`src/rtl/seq_detect_scheduler_pkg.sv`:
```
`default_nettype none
// ============================================================================
//  Module   : seq_detect_pkg
//  Brief    : Shared types and the "101" Mealy step function used by the
//             time-shared sequence-detect scheduler.
//  Revision : 1.0  initial release
// ============================================================================
package seq_detect_pkg;

   // Saved per-channel engine context. Encoding 2'd3 is unreachable and is
   // treated like S_IDLE so a corrupted context self-recovers.
   typedef enum logic [1:0] {
      S_IDLE = 2'd0,
      S_1    = 2'd1,
      S_10   = 2'd2
   } det_state_t;

   typedef struct packed {
      det_state_t next_state;
      logic       detect;
   } step_t;

   // One Mealy step. The detect on S_10 + 1 lands in S_1 so overlapping
   // patterns ("10101" -> two hits) are kept.
   function automatic step_t step_101(input det_state_t state, input logic bit_v);
      step_t r;
      r.next_state = S_IDLE;
      r.detect     = 1'b0;
      case (state)
         S_IDLE:  r.next_state = bit_v ? S_1 : S_IDLE;
         S_1:     r.next_state = bit_v ? S_1 : S_10;
         S_10: begin
            r.next_state = bit_v ? S_1 : S_IDLE;
            r.detect     = bit_v;
         end
         default: r.next_state = bit_v ? S_1 : S_IDLE;
      endcase
      return r;
   endfunction

endpackage
`default_nettype wire

```
`src/rtl/seq_detect_scheduler_rr_arbiter.sv`:
```
`default_nettype none
// ============================================================================
//  Module   : rr_arbiter
//  Brief    : Combinational round-robin arbiter. Searches the request vector
//             starting at ptr and wrapping modulo N; first requester wins.
//  Revision : 1.0  initial release
// ============================================================================
module rr_arbiter #(
   parameter int N = 4,
   localparam int W = (N > 1) ? $clog2(N) : 1
) (
   input  logic [N-1:0] req,
   input  logic [W-1:0] ptr,
   output logic [N-1:0] grant,
   output logic [W-1:0] grant_idx,
   output logic         any
);

   logic [W:0]   sum_w;
   logic [W-1:0] idx_w;

   // Rotating priority search; the sum is one bit wider so the wrap can be
   // done with a single compare-and-subtract for any N, not just powers of 2.
   always_comb begin
      grant     = '0;
      grant_idx = '0;
      any       = 1'b0;
      sum_w     = '0;
      idx_w     = '0;
      for (int k = 0; k < N; k++) begin
         sum_w = {1'b0, ptr} + (W+1)'(k);
         if (sum_w >= (W+1)'(N)) begin
            sum_w = sum_w - (W+1)'(N);
         end
         idx_w = sum_w[W-1:0];
         if (!any && req[idx_w]) begin
            any          = 1'b1;
            grant[idx_w] = 1'b1;
            grant_idx    = idx_w;
         end
      end
   end

endmodule
`default_nettype wire

```
`src/rtl/seq_detect_scheduler.sv`:
```
`default_nettype none
// ============================================================================
//  Module   : seq_detect_scheduler
//  Brief    : One "101" overlapping Mealy engine time-shared across N_CH
//             serial bit channels. Each channel owns a 1-bit input buffer, a
//             saved engine context and a saturating hit counter; a round-robin
//             arbiter steps one buffered channel per cycle.
//  Revision : 1.0  initial release
// ============================================================================
module seq_detect_scheduler
   import seq_detect_pkg::*;
#(
   parameter int N_CH  = 4,
   parameter int CNT_W = 8,
   localparam int CH_W = $clog2(N_CH)
) (
   input  logic              clk,
   input  logic              reset,
   input  logic              enable,
   input  logic [N_CH-1:0]   in_valid,
   input  logic [N_CH-1:0]   in_bit,
   output logic [N_CH-1:0]   in_ready,
   input  logic [N_CH-1:0]   ch_clear,
   output logic              det_valid,
   output logic [CH_W-1:0]   det_ch,
   input  logic [CH_W-1:0]   rd_ch,
   output logic [CNT_W-1:0]  rd_count
);

   // Per-channel state
   logic [N_CH-1:0]  buf_full_q, buf_full_d;
   logic [N_CH-1:0]  buf_bit_q,  buf_bit_d;
   det_state_t       ctx_q [N_CH];
   det_state_t       ctx_d [N_CH];
   logic [CNT_W-1:0] cnt_q [N_CH];
   logic [CNT_W-1:0] cnt_d [N_CH];

   // Shared scheduler state
   logic [CH_W-1:0]  ptr_q, ptr_d;
   logic             det_valid_q, det_valid_d;
   logic [CH_W-1:0]  det_ch_q, det_ch_d;

   // Arbiter results
   logic [N_CH-1:0]  w_grant;
   logic [CH_W-1:0]  w_grant_idx;
   logic             w_any;
   logic             w_fire;
   logic             w_detect;
   step_t            w_step;

   rr_arbiter #(
      .N (N_CH)
   ) u_arb (
      .req       (buf_full_q),
      .ptr       (ptr_q),
      .grant     (w_grant),
      .grant_idx (w_grant_idx),
      .any       (w_any)
   );

   // Ready comes straight from the buffer flag register, so a channel whose
   // bit is being stepped this cycle cannot accept until the next one.
   assign in_ready  = ~buf_full_q;
   assign det_valid = det_valid_q;
   assign det_ch    = det_ch_q;
   assign rd_count  = cnt_q[rd_ch];

   // Next-state: engine step on the granted channel, buffer fill, clear, counters
   always_comb begin
      w_fire   = enable & w_any;
      w_step   = step_101(ctx_q[w_grant_idx], buf_bit_q[w_grant_idx]);
      // A clear on the granted channel kills the detect but still uses the slot.
      w_detect = w_fire & w_step.detect & ~ch_clear[w_grant_idx];

      buf_full_d = buf_full_q;
      buf_bit_d  = buf_bit_q;
      for (int i = 0; i < N_CH; i++) begin
         ctx_d[i] = ctx_q[i];
         cnt_d[i] = cnt_q[i];
         if (ch_clear[i]) begin
            ctx_d[i]      = S_IDLE;
            buf_full_d[i] = 1'b0;
         end else if (w_fire && w_grant[i]) begin
            ctx_d[i]      = w_step.next_state;
            buf_full_d[i] = 1'b0;
            if (w_detect && (cnt_q[i] != {CNT_W{1'b1}})) begin
               cnt_d[i] = cnt_q[i] + CNT_W'(1);
            end
         end else if (in_valid[i] && !buf_full_q[i]) begin
            buf_full_d[i] = 1'b1;
            buf_bit_d[i]  = in_bit[i];
         end
      end

      ptr_d = ptr_q;
      if (w_fire) begin
         ptr_d = (w_grant_idx == CH_W'(N_CH - 1)) ? '0 : (w_grant_idx + CH_W'(1));
      end

      det_valid_d = w_detect;
      det_ch_d    = w_detect ? w_grant_idx : det_ch_q;
   end

   // State registers with synchronous reset
   always_ff @(posedge clk) begin
      if (reset) begin
         buf_full_q  <= '0;
         buf_bit_q   <= '0;
         ptr_q       <= '0;
         det_valid_q <= 1'b0;
         det_ch_q    <= '0;
         for (int i = 0; i < N_CH; i++) begin
            ctx_q[i] <= S_IDLE;
            cnt_q[i] <= '0;
         end
      end else begin
         buf_full_q  <= buf_full_d;
         buf_bit_q   <= buf_bit_d;
         ptr_q       <= ptr_d;
         det_valid_q <= det_valid_d;
         det_ch_q    <= det_ch_d;
         for (int i = 0; i < N_CH; i++) begin
            ctx_q[i] <= ctx_d[i];
            cnt_q[i] <= cnt_d[i];
         end
      end
   end

endmodule
`default_nettype wire
```
`config.mk`:
```
export PLATFORM = sky130hd
export DESIGN_NAME = seq_detect_scheduler
export DESIGN_NICKNAME = d
export VERILOG_FILES = /design/src/rtl/seq_detect_scheduler_pkg.sv /design/src/rtl/seq_detect_scheduler_rr_arbiter.sv /design/src/rtl/seq_detect_scheduler.sv
export SDC_FILE = /design/constraint.sdc
export NUM_CORES = 1
export LEC_CHECK = 0
export ABC_CLOCK_PERIOD_IN_PS = 4600
export BUFFER_PORTS_ARGS = -buffer_cell sky130_fd_sc_hd__buf_4
export CAP_MARGIN = 20
export CORE_MARGIN = 1.5
export CORE_UTILIZATION = 55
export CTS_CLUSTER_DIAMETER = 200
export DETAILED_ROUTE_END_ITERATION = 12
export HOLD_SLACK_MARGIN = 0.1
export PLACE_DENSITY = 0.84
export SLEW_MARGIN = 20
export SYNTH_ARGS = -nofsm -noshare
export SYNTH_HDL_FRONTEND = slang
export SYNTH_SLANG_ARGS = --single-unit
```
`constraint.sdc`:
```
create_clock -name clk -period 4.6 [get_ports clk]
set_clock_uncertainty 0.05 [all_clocks]
set_input_delay 0.69 -clock clk [delete_from_list [all_inputs] [get_ports clk]]
set_output_delay 0.69 -clock clk [all_outputs]
set_load 0.005 [all_outputs]
```
==> results <==
- The run finished with clean final reports.
- Dividing the detail-routed via count by the number of cells gives 6.304.
- Excluding fillers, the count of instances in the completed layout stands at around 460.
- The remaining routing DRC violations is 0.
- The largest total area in the synthesized netlist belongs to sky130_fd_sc_hd__dfxtp_1.
- Across all register-to-register paths, the minimum setup slack is 0.51 ns.
- After detailed routing, the total wire length is between 7000 and 8000 um.
- The initial antenna violation count is 0.
- The area inside the core boundary is 0.005851 sq mm.
- The clock period minus final worst setup slack is 4.088 ns.
- Synthesis produced a netlist with a net count of around 400.
- The number of global-route vias before repair is 2665.
- Buffers inserted during clock tree synthesis total 5.
- The total of hold buffers inserted after clock tree synthesis is 0.
- For this run, asynchronously set or reset flops after synthesis account for 0.
- The end point of the critical path is cnt_q[2][7].
- In this run the remaining antenna-violating nets after routing total 0.
- Sorting the synthesized cells by area gives the leading types as sky130_fd_sc_hd__dfxtp_1 (27%), sky130_fd_sc_hd__mux4_2 (8.2%), sky130_fd_sc_hd__edfxtp_1 (7.3%).
- Leaving out fill and tap cells, the most frequent cell in the layout is sky130_fd_sc_hd__nor2_1.
- After the first detailed-routing iteration, the DRC count stood at roughly 240.
- The maximum root-to-sink buffer count is 2.
- After clock tree synthesis, the clock-pin slew on the worst setup and hold paths is about 0.10 ns.
- For the worst setup path, the data arrival time is ~4.3 ns.
- The clock latency on the worst-skew pair is roughly 0.32 ns.
- The die covers 0.006477 sq mm.
- The leakage power of the design is between 1 and 1.5 nW.
- The number of sinks on the clock net is 53.
- The floorplan step set the die height to 80.48 um.
- At the end of routability-driven placement, the weighted congestion stood at ~1.
- The count of final setup violators is 0.
- The category of the worst setup path launch point is a flop.
- For this configuration, the core starts out at a cell density of 0.5644.
- The worst register-to-register path ends at cnt_q[2][7].
- In the synthesized netlist the dominant register cell turns out to be sky130_fd_sc_hd__dfxtp_1.
- After routing the design area is roughly 0.0037 sq mm.
- The number of unique standard cell types used by synthesis is 56.
- The number of cells on the worst reg-to-reg path is 10.
- The class of the worst hold path is flop to flop.
- The critical path starts at ptr_q[1].
- The net count of the finished layout is ~420.
- The number of setup buffers added after CTS is 0.
- The synthesized design contains 8 enable-type register cells.
- The start-to-end type of the worst setup path is flop to flop.
- IR analysis of the VDD net gives a maximum drop of between 0.00015 and 0.0002 V.
- Max-cap violations in this run came to 0.
- The total grt overflow is 0.
- In the layout the commonest cells are sky130_fd_sc_hd__nor2_1 (59), sky130_fd_sc_hd__dfxtp_1 (45), sky130_fd_sc_hd__buf_4 (35).
- The instance count of the mapped netlist is roughly 370.
- Measured along the x axis, the die boundary spans slightly above 80 um.
- The repair_antennas step left the layout with diodes totalling 0.
- The Yosys warning count is 0.
- After detailed routing, the average wire length per cell comes to roughly 17 um.
- The number of buffer cells added on primary ports is 31.
- The wire-length estimate of the detail-placed layout is a little under 6000 um.
- The number of levels in the clock H-tree is 2.
- The worst-margin pin slew is between 0.9 and 1 ns.
- The pin count of the biggest net entering global routing is 60.
- The worst setup path is captured at a flop.
- The clock tree root driver cell is sky130_fd_sc_hd__clkbuf_8.
- After routing, the total negative slack on setup checks comes to 0 ns.
- The worst hold slack is approximately 0.47 ns.
- After detailed placement, the total cell area comes to 0.003577 sq mm.
- The number of slew-limit violations in the final report is 0.
- The final cycle utilization of the critical path is 0.8888.
- The total routing usage reported by global routing is 0.2632.
- In the final layout, the share of cells above drive strength 1 is 0.1954.
- In this run, synthesis produced a sequential element count of between 50 and 60.
- In this run, post-CTS repair resized a total of 0 instances.
- The number of hold violations in the final report is 0.
- The worst max-slew margin expressed relative to the limit is 0.3904.
- The synthesized area divided by synthesized cell count is between 9 and 10 sq um.
- Compared with the post-synthesis result, the final layout area differs by 10.95%.
- The iteration count of the initial detailed-routing pass is 5.
- The number of cell rows is 28.
- 32 I/O pins were placed.
- The CTS tree is yes.
- Dividing total power by cell area gives a power density of 266.4 mW/mm^2.
- The required time of the worst setup path is about 4.8 ns.
- In this run the critical register-to-register path is launched from ptr_q[1].
- For this run, the register share of the synthesized area comes to 0.3456.
- The routed via count is approximately 3000.
- The total standard cell area after synthesis is between 0.003 and 0.004 sq mm.
- The share of synthesized area in the top cell type comes to 0.2728.
- The maximum fanout along the worst path is 12.
- Setup repair after global routing left no endpoint under its margin.
- For this run, the top clock speed supported by timing is between 200 and 250 MHz.
- The placed cell count is about 460.
- Fill cells in the final layout number 460.
- The first global-routing pass estimated 13010 um of wire.
routing by layer:
metal | global-route usage | routed length, um | part of all wire
met1 | 0.3338 | 3289 | 0.41
met4 | 0.09828 | 199 | 0.025
met2 | 0.4437 | 3971 | 0.50
met5 | 0 | 0 | 0
met3 | 0.04773 | 520 | 0.065
cell type report:
type / instances / area (sq um) / share of cell area
multi-input cells: 281 / 2034 / 0.5553
well taps: 75 / 93.84 / 0.02561
clock buffers: 6 / 72.57 / 0.01981
repair buffers: 35 / 262.8 / 0.07172
flip-flops and latches: 53 / 1141 / 0.3115
inverters: 12 / 45.04 / 0.01230
clock inverters: 2 / 13.76 / 0.003757
flip-flops by register name, summed over array words and instances (netlist names):
register and cells:
buf_bit_q 4, buf_full_q 4, cnt_q 32, ctx_q 8, det_ch 2, det_valid 1, ptr_q 2
stage by stage:
step	total power, W	worst slack [ns]	utilization
6_report	0.0009758	0.5116	0.6262
5_1_grt	0.001015	0.2955	0.6262
4_1_cts	0.0009716	0.5479	0.6262
3_5_place_dp	0.0007044	0.5660	0.6114
3_3_place_gp	0.0006985	0.7468	0.6114
2_1_floorplan	0.0006475	0.8261	-
worst min-delay path by stage:
stage,from,endpoint,slack (ns),depth (start not counted)
final,det_ch[0],det_ch[0],0.47,2
after detailed placement,det_ch[0],det_ch[0],0.46,2
after floorplan,cnt_q[2][5],cnt_q[2][5],0.41,2
after global routing,cnt_q[0][3],cnt_q[0][3],0.50,2
after CTS,cnt_q[0][7],cnt_q[0][7],0.47,2
after global placement,det_ch[0],det_ch[0],0.44,2
critical path: stages, from the launching register on:
cell and delay, ns:
sky130_fd_sc_hd__dfxtp_1 0.58, sky130_fd_sc_hd__inv_1 0.19, sky130_fd_sc_hd__ha_1 0.43, sky130_fd_sc_hd__mux4_2 0.52, sky130_fd_sc_hd__nand2b_1 0.12, sky130_fd_sc_hd__a21oi_1 0.14, sky130_fd_sc_hd__or3_1 0.40, sky130_fd_sc_hd__a211o_1 0.41
sky130_fd_sc_hd__a21oi_4 0.31, sky130_fd_sc_hd__or4b_1 0.48, sky130_fd_sc_hd__mux2_1 0.34
cell families (layout without fill, tap and decap cells):
logic type | after synthesis | in the layout | share of synthesized area
xor+xnor | 5 | 5 | 0.01326
mux | 35 | 35 | 0.1565
simple gates | 162 | 162 | 0.2581
buf+inv | 32 | 55 | 0.04054
flops | 53 | 53 | 0.3456
compound gates | 67 | 67 | 0.1406
fa+ha+maj | 12 | 12 | 0.04547
cells in the mapped netlist, drive strengths merged (4+ instances only):
master,count
xnor2,4
a21oi,20
nor4b,4
a22oi,4
nand3,13
mux2,13
clkbuf,14
mux4,12
and3,4
buf,6
o31ai,4
a221o,4
or3,8
a211oi,4
inv,12
nor2,59
mux2i,10
nor2b,16
edfxtp,8
ha,12
nand2b,8
dfxtp,45
nand4,6
o21ai,12
or4,4
nand2,19
nor3,7
power breakdown:
group / total, W / internal (W) / switching [W]
Clock: 0.000276 / 0.000109 / 0.000167
Sequential: 0.000494 / 0.000480 / 0.0000137
Combinational: 0.000206 / 0.0000848 / 0.000122
No activity file was read; power rests on OpenSTA's default activity.
